### src/rtl/pipelined_control_unit_if.sv
// ID-stage control interface: IF/ID instruction and EX hazard inputs in, registered
// ID/EX control bundle and stall/sequencer status out.
interface pipelined_control_unit_if;
    logic [31:0] instruction;
    logic        instr_valid;
    logic        flush;
    logic        ex_mem_read;
    logic [4:0]  ex_rt;

    logic        stall;
    logic        ctrl_valid;
    logic        reg_write;
    logic        mem_to_reg_write;
    logic        mem_read;
    logic        mem_write;
    logic        branch;
    logic        branch_eq;
    logic        jump;
    logic        link;
    logic        jr;
    logic        alu_source;
    logic        alu_source_shift;
    logic        reg_dst;
    logic [3:0]  alu_control;
    logic [25:0] target;
    logic        muldiv_start;
    logic [1:0]  muldiv_op;
    logic [1:0]  hilo_read;
    logic        muldiv_busy;
    logic        illegal;

    modport master (
        output instruction, instr_valid, flush, ex_mem_read, ex_rt,
        input  stall, ctrl_valid, reg_write, mem_to_reg_write, mem_read, mem_write, branch,
               branch_eq, jump, link, jr, alu_source, alu_source_shift, reg_dst, alu_control,
               target, muldiv_start, muldiv_op, hilo_read, muldiv_busy, illegal
    );

    modport slave (
        input  instruction, instr_valid, flush, ex_mem_read, ex_rt,
        output stall, ctrl_valid, reg_write, mem_to_reg_write, mem_read, mem_write, branch,
               branch_eq, jump, link, jr, alu_source, alu_source_shift, reg_dst, alu_control,
               target, muldiv_start, muldiv_op, hilo_read, muldiv_busy, illegal
    );
endinterface

### src/rtl/pipelined_control_unit.sv
// Registered MIPS ID-stage control unit: decode into the ID/EX bundle, load-use interlock,
// flush bubbling, illegal-op flagging and a HI/LO multiply/divide occupancy sequencer.
module pipelined_control_unit #(
    parameter bit          ENABLE_MULDIV = 1'b1,
    parameter int unsigned MUL_LATENCY   = 4,
    parameter int unsigned DIV_LATENCY   = 32,
    parameter int unsigned CNT_W         = 6
) (
    input logic                      clk,
    input logic                      reset,
    pipelined_control_unit_if.slave  bus
);

    localparam logic [CNT_W-1:0] MulCntInit = CNT_W'(MUL_LATENCY - 1);
    localparam logic [CNT_W-1:0] DivCntInit = CNT_W'(DIV_LATENCY - 1);

    typedef enum logic [0:0] {StIdle, StBusy} state_e;

    typedef struct packed {
        logic        ctrl_valid;
        logic        reg_write;
        logic        mem_to_reg_write;
        logic        mem_read;
        logic        mem_write;
        logic        branch;
        logic        branch_eq;
        logic        jump;
        logic        link;
        logic        jr;
        logic        alu_source;
        logic        alu_source_shift;
        logic        reg_dst;
        logic [3:0]  alu_control;
        logic [25:0] target;
        logic        muldiv_start;
        logic [1:0]  muldiv_op;
        logic [1:0]  hilo_read;
        logic        illegal;
    } ctrl_t;

    ctrl_t            dec;
    ctrl_t            ctrl_d, ctrl_q;
    state_e           state_d, state_q;
    logic [CNT_W-1:0] cnt_d, cnt_q;

    logic [5:0] opcode, funct;
    logic [4:0] rs, rt;
    logic       known, is_md, is_hilo, reads_rt;
    logic       load_use, busy_stall, stall, accept;

    assign opcode = bus.instruction[31:26];
    assign rs     = bus.instruction[25:21];
    assign rt     = bus.instruction[20:16];
    assign funct  = bus.instruction[5:0];

    always_comb begin
        dec     = '0;
        known   = 1'b1;
        is_md   = 1'b0;
        is_hilo = 1'b0;
        case (opcode)
            6'h00: begin
                dec.reg_write = 1'b1;
                dec.reg_dst   = 1'b1;
                case (funct)
                    6'h20, 6'h21: dec.alu_control = 4'b0001;
                    6'h22, 6'h23: dec.alu_control = 4'b0010;
                    6'h24:        dec.alu_control = 4'b0011;
                    6'h25:        dec.alu_control = 4'b0100;
                    6'h26:        dec.alu_control = 4'b0101;
                    6'h27:        dec.alu_control = 4'b0110;
                    6'h2a:        dec.alu_control = 4'b0111;
                    6'h00, 6'h02, 6'h03: begin
                        dec.alu_source_shift = 1'b1;
                        dec.alu_control      = (funct == 6'h00) ? 4'b1000 :
                                               (funct == 6'h02) ? 4'b1001 : 4'b1010;
                    end
                    6'h08: begin
                        dec.reg_write = 1'b0;
                        dec.reg_dst   = 1'b0;
                        dec.jump      = 1'b1;
                        dec.jr        = 1'b1;
                    end
                    6'h18, 6'h19, 6'h1a, 6'h1b: begin
                        dec.reg_write    = 1'b0;
                        dec.reg_dst      = 1'b0;
                        dec.muldiv_start = 1'b1;
                        dec.muldiv_op    = funct[1:0];
                        is_md            = ENABLE_MULDIV;
                        known            = ENABLE_MULDIV;
                    end
                    6'h10, 6'h12: begin
                        dec.hilo_read = (funct == 6'h10) ? 2'b10 : 2'b01;
                        is_hilo       = ENABLE_MULDIV;
                        known         = ENABLE_MULDIV;
                    end
                    default: known = 1'b0;
                endcase
            end
            6'h08, 6'h09: begin
                dec.reg_write   = 1'b1;
                dec.alu_source  = 1'b1;
                dec.alu_control = 4'b0001;
            end
            6'h0c, 6'h0d, 6'h0e: begin
                dec.reg_write   = 1'b1;
                dec.alu_source  = 1'b1;
                dec.alu_control = (opcode == 6'h0c) ? 4'b0011 :
                                  (opcode == 6'h0d) ? 4'b0100 : 4'b0101;
            end
            6'h23: begin
                dec.reg_write        = 1'b1;
                dec.mem_to_reg_write = 1'b1;
                dec.mem_read         = 1'b1;
                dec.alu_source       = 1'b1;
                dec.alu_control      = 4'b0001;
            end
            6'h2b: begin
                dec.mem_write   = 1'b1;
                dec.alu_source  = 1'b1;
                dec.alu_control = 4'b0001;
            end
            6'h04, 6'h05: begin
                dec.branch      = 1'b1;
                dec.branch_eq   = (opcode == 6'h04);
                dec.alu_control = 4'b0010;
            end
            6'h02, 6'h03: begin
                dec.jump      = 1'b1;
                dec.link      = (opcode == 6'h03);
                dec.reg_write = (opcode == 6'h03);
                dec.target    = bus.instruction[25:0];
            end
            default: known = 1'b0;
        endcase
        // An unknown encoding must not leak partial decode into the bundle.
        if (!known) dec = '0;
        dec.ctrl_valid = known;
    end

    always_comb begin
        reads_rt   = (opcode == 6'h00) || (opcode == 6'h04) || (opcode == 6'h05) ||
                     (opcode == 6'h2b);
        load_use   = bus.ex_mem_read && (bus.ex_rt != 5'd0) &&
                     ((bus.ex_rt == rs) || ((bus.ex_rt == rt) && reads_rt));
        busy_stall = (state_q == StBusy) && (is_md || is_hilo);
        stall      = bus.instr_valid && (load_use || busy_stall);
        accept     = bus.instr_valid && !bus.flush && !stall;

        ctrl_d = '0;
        if (accept) begin
            if (known) ctrl_d = dec;
            else       ctrl_d.illegal = 1'b1;
        end

        state_d = state_q;
        cnt_d   = cnt_q;
        case (state_q)
            StIdle: begin
                if (accept && is_md) begin
                    state_d = StBusy;
                    cnt_d   = funct[1] ? DivCntInit : MulCntInit;
                end
            end
            StBusy: begin
                if (cnt_q == '0) state_d = StIdle;
                else             cnt_d   = cnt_q - 1'b1;
            end
            default: state_d = StIdle;
        endcase
    end

    always_ff @(posedge clk) begin
        if (reset) begin
            ctrl_q  <= '0;
            state_q <= StIdle;
            cnt_q   <= '0;
        end else begin
            ctrl_q  <= ctrl_d;
            state_q <= state_d;
            cnt_q   <= cnt_d;
        end
    end

    assign bus.stall            = stall;
    assign bus.ctrl_valid       = ctrl_q.ctrl_valid;
    assign bus.reg_write        = ctrl_q.reg_write;
    assign bus.mem_to_reg_write = ctrl_q.mem_to_reg_write;
    assign bus.mem_read         = ctrl_q.mem_read;
    assign bus.mem_write        = ctrl_q.mem_write;
    assign bus.branch           = ctrl_q.branch;
    assign bus.branch_eq        = ctrl_q.branch_eq;
    assign bus.jump             = ctrl_q.jump;
    assign bus.link             = ctrl_q.link;
    assign bus.jr               = ctrl_q.jr;
    assign bus.alu_source       = ctrl_q.alu_source;
    assign bus.alu_source_shift = ctrl_q.alu_source_shift;
    assign bus.reg_dst          = ctrl_q.reg_dst;
    assign bus.alu_control      = ctrl_q.alu_control;
    assign bus.target           = ctrl_q.target;
    assign bus.muldiv_start     = ctrl_q.muldiv_start;
    assign bus.muldiv_op        = ctrl_q.muldiv_op;
    assign bus.hilo_read        = ctrl_q.hilo_read;
    assign bus.illegal          = ctrl_q.illegal;
    assign bus.muldiv_busy      = (state_q == StBusy);

endmodule
### src/flat_wrapper.sv
// flat-port wrapper written by rule: the top's interface ports become plain ports
module pipelined_control_unit_flat 
#(
    parameter bit          ENABLE_MULDIV = 1'b1,
    parameter int unsigned MUL_LATENCY   = 4,
    parameter int unsigned DIV_LATENCY   = 32,
    parameter int unsigned CNT_W         = 6
)
  (clk, reset, bus_instruction, bus_instr_valid, bus_flush, bus_ex_mem_read, bus_ex_rt, bus_stall, bus_ctrl_valid, bus_reg_write, bus_mem_to_reg_write, bus_mem_read, bus_mem_write, bus_branch, bus_branch_eq, bus_jump, bus_link, bus_jr, bus_alu_source, bus_alu_source_shift, bus_reg_dst, bus_alu_control, bus_target, bus_muldiv_start, bus_muldiv_op, bus_hilo_read, bus_muldiv_busy, bus_illegal);
  pipelined_control_unit_if bus_i ();
  input logic clk;
  input logic reset;
  input wire logic [$bits(bus_i.instruction)-1:0] bus_instruction;
  input wire logic [$bits(bus_i.instr_valid)-1:0] bus_instr_valid;
  input wire logic [$bits(bus_i.flush)-1:0] bus_flush;
  input wire logic [$bits(bus_i.ex_mem_read)-1:0] bus_ex_mem_read;
  input wire logic [$bits(bus_i.ex_rt)-1:0] bus_ex_rt;
  output wire logic [$bits(bus_i.stall)-1:0] bus_stall;
  output wire logic [$bits(bus_i.ctrl_valid)-1:0] bus_ctrl_valid;
  output wire logic [$bits(bus_i.reg_write)-1:0] bus_reg_write;
  output wire logic [$bits(bus_i.mem_to_reg_write)-1:0] bus_mem_to_reg_write;
  output wire logic [$bits(bus_i.mem_read)-1:0] bus_mem_read;
  output wire logic [$bits(bus_i.mem_write)-1:0] bus_mem_write;
  output wire logic [$bits(bus_i.branch)-1:0] bus_branch;
  output wire logic [$bits(bus_i.branch_eq)-1:0] bus_branch_eq;
  output wire logic [$bits(bus_i.jump)-1:0] bus_jump;
  output wire logic [$bits(bus_i.link)-1:0] bus_link;
  output wire logic [$bits(bus_i.jr)-1:0] bus_jr;
  output wire logic [$bits(bus_i.alu_source)-1:0] bus_alu_source;
  output wire logic [$bits(bus_i.alu_source_shift)-1:0] bus_alu_source_shift;
  output wire logic [$bits(bus_i.reg_dst)-1:0] bus_reg_dst;
  output wire logic [$bits(bus_i.alu_control)-1:0] bus_alu_control;
  output wire logic [$bits(bus_i.target)-1:0] bus_target;
  output wire logic [$bits(bus_i.muldiv_start)-1:0] bus_muldiv_start;
  output wire logic [$bits(bus_i.muldiv_op)-1:0] bus_muldiv_op;
  output wire logic [$bits(bus_i.hilo_read)-1:0] bus_hilo_read;
  output wire logic [$bits(bus_i.muldiv_busy)-1:0] bus_muldiv_busy;
  output wire logic [$bits(bus_i.illegal)-1:0] bus_illegal;
  assign bus_i.instruction = bus_instruction;
  assign bus_i.instr_valid = bus_instr_valid;
  assign bus_i.flush = bus_flush;
  assign bus_i.ex_mem_read = bus_ex_mem_read;
  assign bus_i.ex_rt = bus_ex_rt;
  assign bus_stall = bus_i.stall;
  assign bus_ctrl_valid = bus_i.ctrl_valid;
  assign bus_reg_write = bus_i.reg_write;
  assign bus_mem_to_reg_write = bus_i.mem_to_reg_write;
  assign bus_mem_read = bus_i.mem_read;
  assign bus_mem_write = bus_i.mem_write;
  assign bus_branch = bus_i.branch;
  assign bus_branch_eq = bus_i.branch_eq;
  assign bus_jump = bus_i.jump;
  assign bus_link = bus_i.link;
  assign bus_jr = bus_i.jr;
  assign bus_alu_source = bus_i.alu_source;
  assign bus_alu_source_shift = bus_i.alu_source_shift;
  assign bus_reg_dst = bus_i.reg_dst;
  assign bus_alu_control = bus_i.alu_control;
  assign bus_target = bus_i.target;
  assign bus_muldiv_start = bus_i.muldiv_start;
  assign bus_muldiv_op = bus_i.muldiv_op;
  assign bus_hilo_read = bus_i.hilo_read;
  assign bus_muldiv_busy = bus_i.muldiv_busy;
  assign bus_illegal = bus_i.illegal;
  pipelined_control_unit #(.ENABLE_MULDIV(ENABLE_MULDIV), .MUL_LATENCY(MUL_LATENCY), .DIV_LATENCY(DIV_LATENCY), .CNT_W(CNT_W)) u_core (.clk(clk), .reset(reset), .bus(bus_i));
endmodule
### config.mk
export PLATFORM = sky130hd
export DESIGN_NAME = pipelined_control_unit_flat
export DESIGN_NICKNAME = d
export VERILOG_FILES = /design/src/rtl/pipelined_control_unit_if.sv /design/src/rtl/pipelined_control_unit.sv /design/src/flat_wrapper.sv
export SDC_FILE = /design/constraint.sdc
export NUM_CORES = 1
export LEC_CHECK = 0
export CAP_MARGIN = 20
export CORE_ASPECT_RATIO = 0.8
export CORE_MARGIN = 3
export CORE_UTILIZATION = 40
export DETAILED_ROUTE_END_ITERATION = 6
export GPL_ROUTABILITY_DRIVEN = 0
export PLACE_DENSITY = 0.85
export SYNTH_ARGS = -nofsm -noshare
export SYNTH_HDL_FRONTEND = slang
export SYNTH_SLANG_ARGS = --single-unit
export TNS_END_PERCENT = 30
### constraint.sdc
create_clock -name clk -period 1.9 [get_ports clk]
set_input_delay 0.19 -clock clk [delete_from_list [all_inputs] [get_ports clk]]
set_output_delay 0.19 -clock clk [all_outputs]
set_load 0.02 [all_outputs]
After elaboration in Yosys (flattened, before gate mapping)
Index checks and enable logic that the tools add are counted.
{"block": "totals", "output_inout_bits": 51, "inputBits": 42, "ff_bits": 56, "word_cells": 143}
{"block": "op_classes", "muxes": 38, "add_sub_neg": 1, "reduce_logical": 42, "n_bitwise": 8, "eq_ne": 33}
{"operator": "$eq A6 B6 Y1 const B", "count": 11}
{"operator": "$mux W48", "count": 1}
{"operator": "$eq A6 B4 Y1 const B", "count": 6}
{"operator": "$eq A6 B5 Y1 const B", "count": 6}
{"operator": "$pmux W4 S8", "count": 1}
{"operator": "$mux W26", "count": 1}
{"operator": "$eq A6 B2 Y1 const B", "count": 4}
{"operator": "$reduce_or A4 Y1", "count": 5}
{"operator": "$reduce_or A19 Y1", "count": 1}
{"operator": "$logic_not A6 Y1", "count": 3}
{"operator": "$mux W1", "count": 16}
{"operator": "$pmux W4 S4", "count": 1}
{"operator": "$reduce_or A5 Y1", "count": 3}
{"operator": "$eq A6 B3 Y1 const B", "count": 2}
{"operator": "$mux W2", "count": 6}
{"operator": "$mux W6", "count": 2}
{"operator": "$pmux W6 S2", "count": 1}
{"operator": "$reduce_or A2 Y1", "count": 6}
{"operator": "$reduce_or A11 Y1", "count": 1}
{"operator": "$eq A5 B5 Y1", "count": 2}
{"operator": "$mux W5", "count": 2}
{"operator": "$reduce_or A3 Y1", "count": 3}
{"operator": "$logic_and A1 B1 Y1", "count": 8}
{"operator": "$mux W4", "count": 2}
{"operator": "other kinds (13)", "count": 28}

Longest topological paths before layout
Gate-level depths: netlist (run 1).
{"block": "depth", "word_depth": 14, "ltp_mapped": 8, "mapped_depth_nobuf": 7}

Least setup slack after synthesis (run 1)
No wires, ideal clock.
{"block": "synth_timing", "path_type": "input-to-output", "startpoint": "in bus_instruction[29]", "endpoint": "out bus_stall", "cell_stages": 5, "t_arrival_ns": 1.607, "path_slack_ns": 0.103, "required_time_ns": 1.710, "n_path_buf": 1, "path_cell_list": "buf_2 -> nor4_4 -> nand2_1 -> a2111o_1 -> a31oi_1"}
{"block": "synth_between", "elab_chain_len": 9, "word_cells_on_any_way": 16, "cone_classes": "3 x eq/ne; 2 x mux; 11 x reduce/logical"}
{"item": "from (decl)", "line": "flat_wrapper.sv:13", "source": "input wire logic [$bits(bus_i.instruction)-1:0] bus_instruction;"}
{"item": "$eq A6 B3 Y1 / $logic_not A6 Y1 (equally long branches)", "line": "pipelined_control_unit.sv:142, pipelined_control_unit.sv:61"}
{"item": "$logic_or A1 B1 Y1 (3 in series)", "line": "pipelined_control_unit.sv:142", "source": "reads_rt = (opcode == 6'h00) || (opcode == 6'h04) || (opcode == 6'h05) ||"}
{"item": "$logic_and A1 B1 Y1", "line": "pipelined_control_unit.sv:145", "source": "((bus.ex_rt == rs) || ((bus.ex_rt == rt) && reads_rt));"}
{"item": "$logic_or A1 B1 Y1", "line": "pipelined_control_unit.sv:145"}
{"item": "$logic_and A1 B1 Y1", "line": "pipelined_control_unit.sv:144", "source": "load_use = bus.ex_mem_read && (bus.ex_rt != 5'd0) &&"}
{"item": "$logic_or A1 B1 Y1 *", "line": "pipelined_control_unit.sv:147", "source": "stall = bus.instr_valid && (load_use || busy_stall);"}
{"item": "$logic_and A1 B1 Y1 *", "line": "pipelined_control_unit.sv:147"}
{"item": "to (decl)", "line": "flat_wrapper.sv:18", "source": "output wire logic [$bits(bus_i.stall)-1:0] bus_stall;"}
Mark *: on every way between the ends. The rest lies on a longest branch, timed or not.

Worst setup path after layout (run 1)
{"block": "layout_timing", "startpoint": "in bus_instruction[30]", "endpoint": "out bus_stall"}
The elaborated chain is that of the path after synthesis.

==> metrics.cfg, run 1 <==
[run_status]
status = finished with violations
violations = setup timing

[timing]
hold_viol_final = 0
fin_crit_ns = 1.91
timing.fmax_ghz = 0.525
tightest_slew_ns = 0.476
final.period_utilization = 1.00
setup_viol = 1
slew_viol_final = 0
finClkSkew_ns = 0.00591
setup_ws_ns = -0.00545
slew_headroom = 0.682

[layout]
n_antenna_cell = 0
final_area_um2 = 3970
final_common_cell = clkdlybuf4s50_1
layout_common_cells = 74 x clkdlybuf4s50_1, 53 x dfxtp_1, 52 x buf_4
nets = 467
area_growth_pct = 59.1
nFillCells = 474
drive_above_1_share = 0.198
final_util = 0.664

[route]
vias_per_cell = 4.96
firstDrtPassIters = 4
ant_nets = 0
avgRoutedWirePerCell_um = 14.0
drc_errors = 0
drtIter0Drc = 128
routed_wl_mm = 7.07
via_count = 2510

[die]
die_w_um = 94.3
pin_count = 93
core_um2 = 5970
die_h_um = 76.6
rows = 25
start_util = 0.418
die_area_um2 = 7230

[yosys]
syn-cell-area_um2 = 2490
ys_warn_count = 0
synth_nets = 335
synth_edf_count = 0
async_reset_ff_frac = 0
ys_types = 52
synthCells = 292
syn_area_per_cell_um2 = 8.54
synthXorXnorAreaFrac = 0.0421
ys.flop_type = dfxtp_1
synth_top_family_by_area = simple AND/OR/NAND/NOR gates
synth_simple_gate_area_share = 0.315
synth-seq-cells = 55
synthMuxAreaShare = 0
synth_compound_area_frac = 0.123
seq_area_frac_synth = 0.441
yosys.area_share.adder = 0.00502

[critical_path]
arrival_ns = 1.72
crit_fanout = 2
r2r_slack_ns = 0.10
critical_path.max_stage_delay_ns = 0.40
critPathKind = input pin to primary output
crit_chain = clkdlybuf4s15_1, nor4_4, nand2_1, a2111o_1, a31oi_1, buf_4
crit_required_ns = 1.71
slowest_stage = a2111o_1
endpoint_kind = primary output
start_kind = input pin

[cts]
h-tree-depth = 2
cts_made_buffers = 5
clk_pin_slew_ns = 0.10
insertion_delay_ns = 0.31
cts_num_sinks = 55
cts_tree = yes
clock_path_buffers = 2
root_buffer = clkbuf_8

[global_routing]
grt_pass1_vias = 2461
grt_overflow = 0
grt_max_degree = 31
grt.total_usage = 0.198
antenna_found_initial = 0
grt_first_pass_wirelength_mm = 11.6

[placement]
dp_slack_ns = -0.651
hpwlAfterDp_mm = 5.47
port_buffers = 92
postPlaceCellArea_um2 = 3790

[pwr]
max-vdd-ir-drop_v = 0.000304
p_leak_nw = 1.55
pwr_density_cell_nw_per_um2 = 541
total_power_mw = 2.15

[hold_path]
hold_class = input pin to register

[run]
maxCapViolCount = 0

-- sequential cells by signal (all words and copies together) (netlist names), 2 cells and up --
register	cells
u_core.bus.alu_control	4
u_core.bus.hilo_read	2
u_core.bus.muldiv_op	2
u_core.bus.target	26
u_core.cnt_q	6
-- metrics by stage --
step	std cells	setup TNS [ns]	hold WS, ns
2_1_floorplan	292	0	0.304
3_3_place_gp	493	-21.24	0.495
3_5_place_dp	493	-24.15	0.503
4_1_cts	504	0	0.267
5_1_grt	506	-0.0661	0.151
6_report	506	-0.00545	0.154
-- cell usage after synthesis (4+ instances only) --
| master | number | area (um^2) |
|---|---|---|
| dfxtp_1 | 55 | 1100 |
| nor2_1 | 35 | 131 |
| nand2_1 | 27 | 101 |
| nor3_1 | 26 | 130 |
| inv_1 | 18 | 67.6 |
| a21oi_1 | 13 | 65.1 |
| xor2_1 | 11 | 96.3 |
| clkbuf_1 | 9 | 33.8 |
| nor2b_1 | 9 | 56.3 |
| buf_2 | 8 | 40.0 |
| nand3_1 | 7 | 35.0 |
| a31oi_1 | 6 | 37.5 |
| o21ai_0 | 5 | 25.0 |
| a21o_1 | 4 | 30.0 |
-- final timing paths --
path	start	end	cells past startpoint
worst max register to register	u_core.cnt_q[0]	u_core.cnt_q[3]	7
worst min-delay path	bus_instruction[17]	u_core.bus.target[17]	3
worst max-delay path	bus_instruction[30]	bus_stall	6
worst min register to register	u_core.cnt_q[0]	u_core.cnt_q[0]	1
-- area by class of cell --
class	count	area [um^2]	share of cell area
clock inverters	2	17.5	0.00441
inverters	18	67.6	0.0170
flip-flops and latches	55	1100	0.278
multi-input cells	198	1260	0.317
repair buffers	146	1350	0.339
well taps	81	101	0.0255
clock buffers	6	72.6	0.0183
-- layer usage --
layer  global-route usage  up-vias  part of all wire
met5                    0        -                 0
met4               0.0519        0             0.018
met3               0.0405       13             0.067
met2                0.339       83              0.49
met1                0.253     1150              0.43
li1                     -     1264                 -
-- logic make-up (layout without fill, tap and decap cells) --
group           count (synthesis)  in the layout
simple gates                  139            139
flops                          55             55
compound gates                 46             46
buf+inv                        39            172
xor+xnor                       12             12
fa+ha+maj                       1              1
-- worst max-delay path: cells and delay by family --
kind	cells	cell delay (ns)
buffers and inverters	2	0.45
and+or+nand+nor	2	0.47
AOI/OAI and AO/OA	2	0.61
-- where the power goes --
part           total [mW]  leakage (nW)  internal [mW]  switching, mW
combinational       0.343          1.06          0.177          0.167
sequential           1.16         0.444           1.15       0.000785
clock               0.648        0.0454          0.266          0.383
total                2.15          1.55           1.60          0.550
-- repair_timing --
action / 4_1_cts / 5_1_grt
pin swaps: 9 / 7
hold buffers: 0 / 0
setup endpoints to repair: 52 / 7
buffers inserted: 3 / 2
resized for setup: 25 / 15
gates cloned: 0 / 0
No activity file was read; power rests on OpenSTA's default activity.
==> run 2: changes to the inputs <==
--- a/config.mk
+++ b/config.mk
@@ -5,7 +5,7 @@
 export SDC_FILE = /design/constraint.sdc
 export NUM_CORES = 1
 export LEC_CHECK = 0
-export CAP_MARGIN = 20
+export CAP_MARGIN = 5
 export CORE_ASPECT_RATIO = 0.8
 export CORE_MARGIN = 3
 export CORE_UTILIZATION = 40
==> results of run 2 <==
Final layout, timing and power as in run 1 (identical DEF).
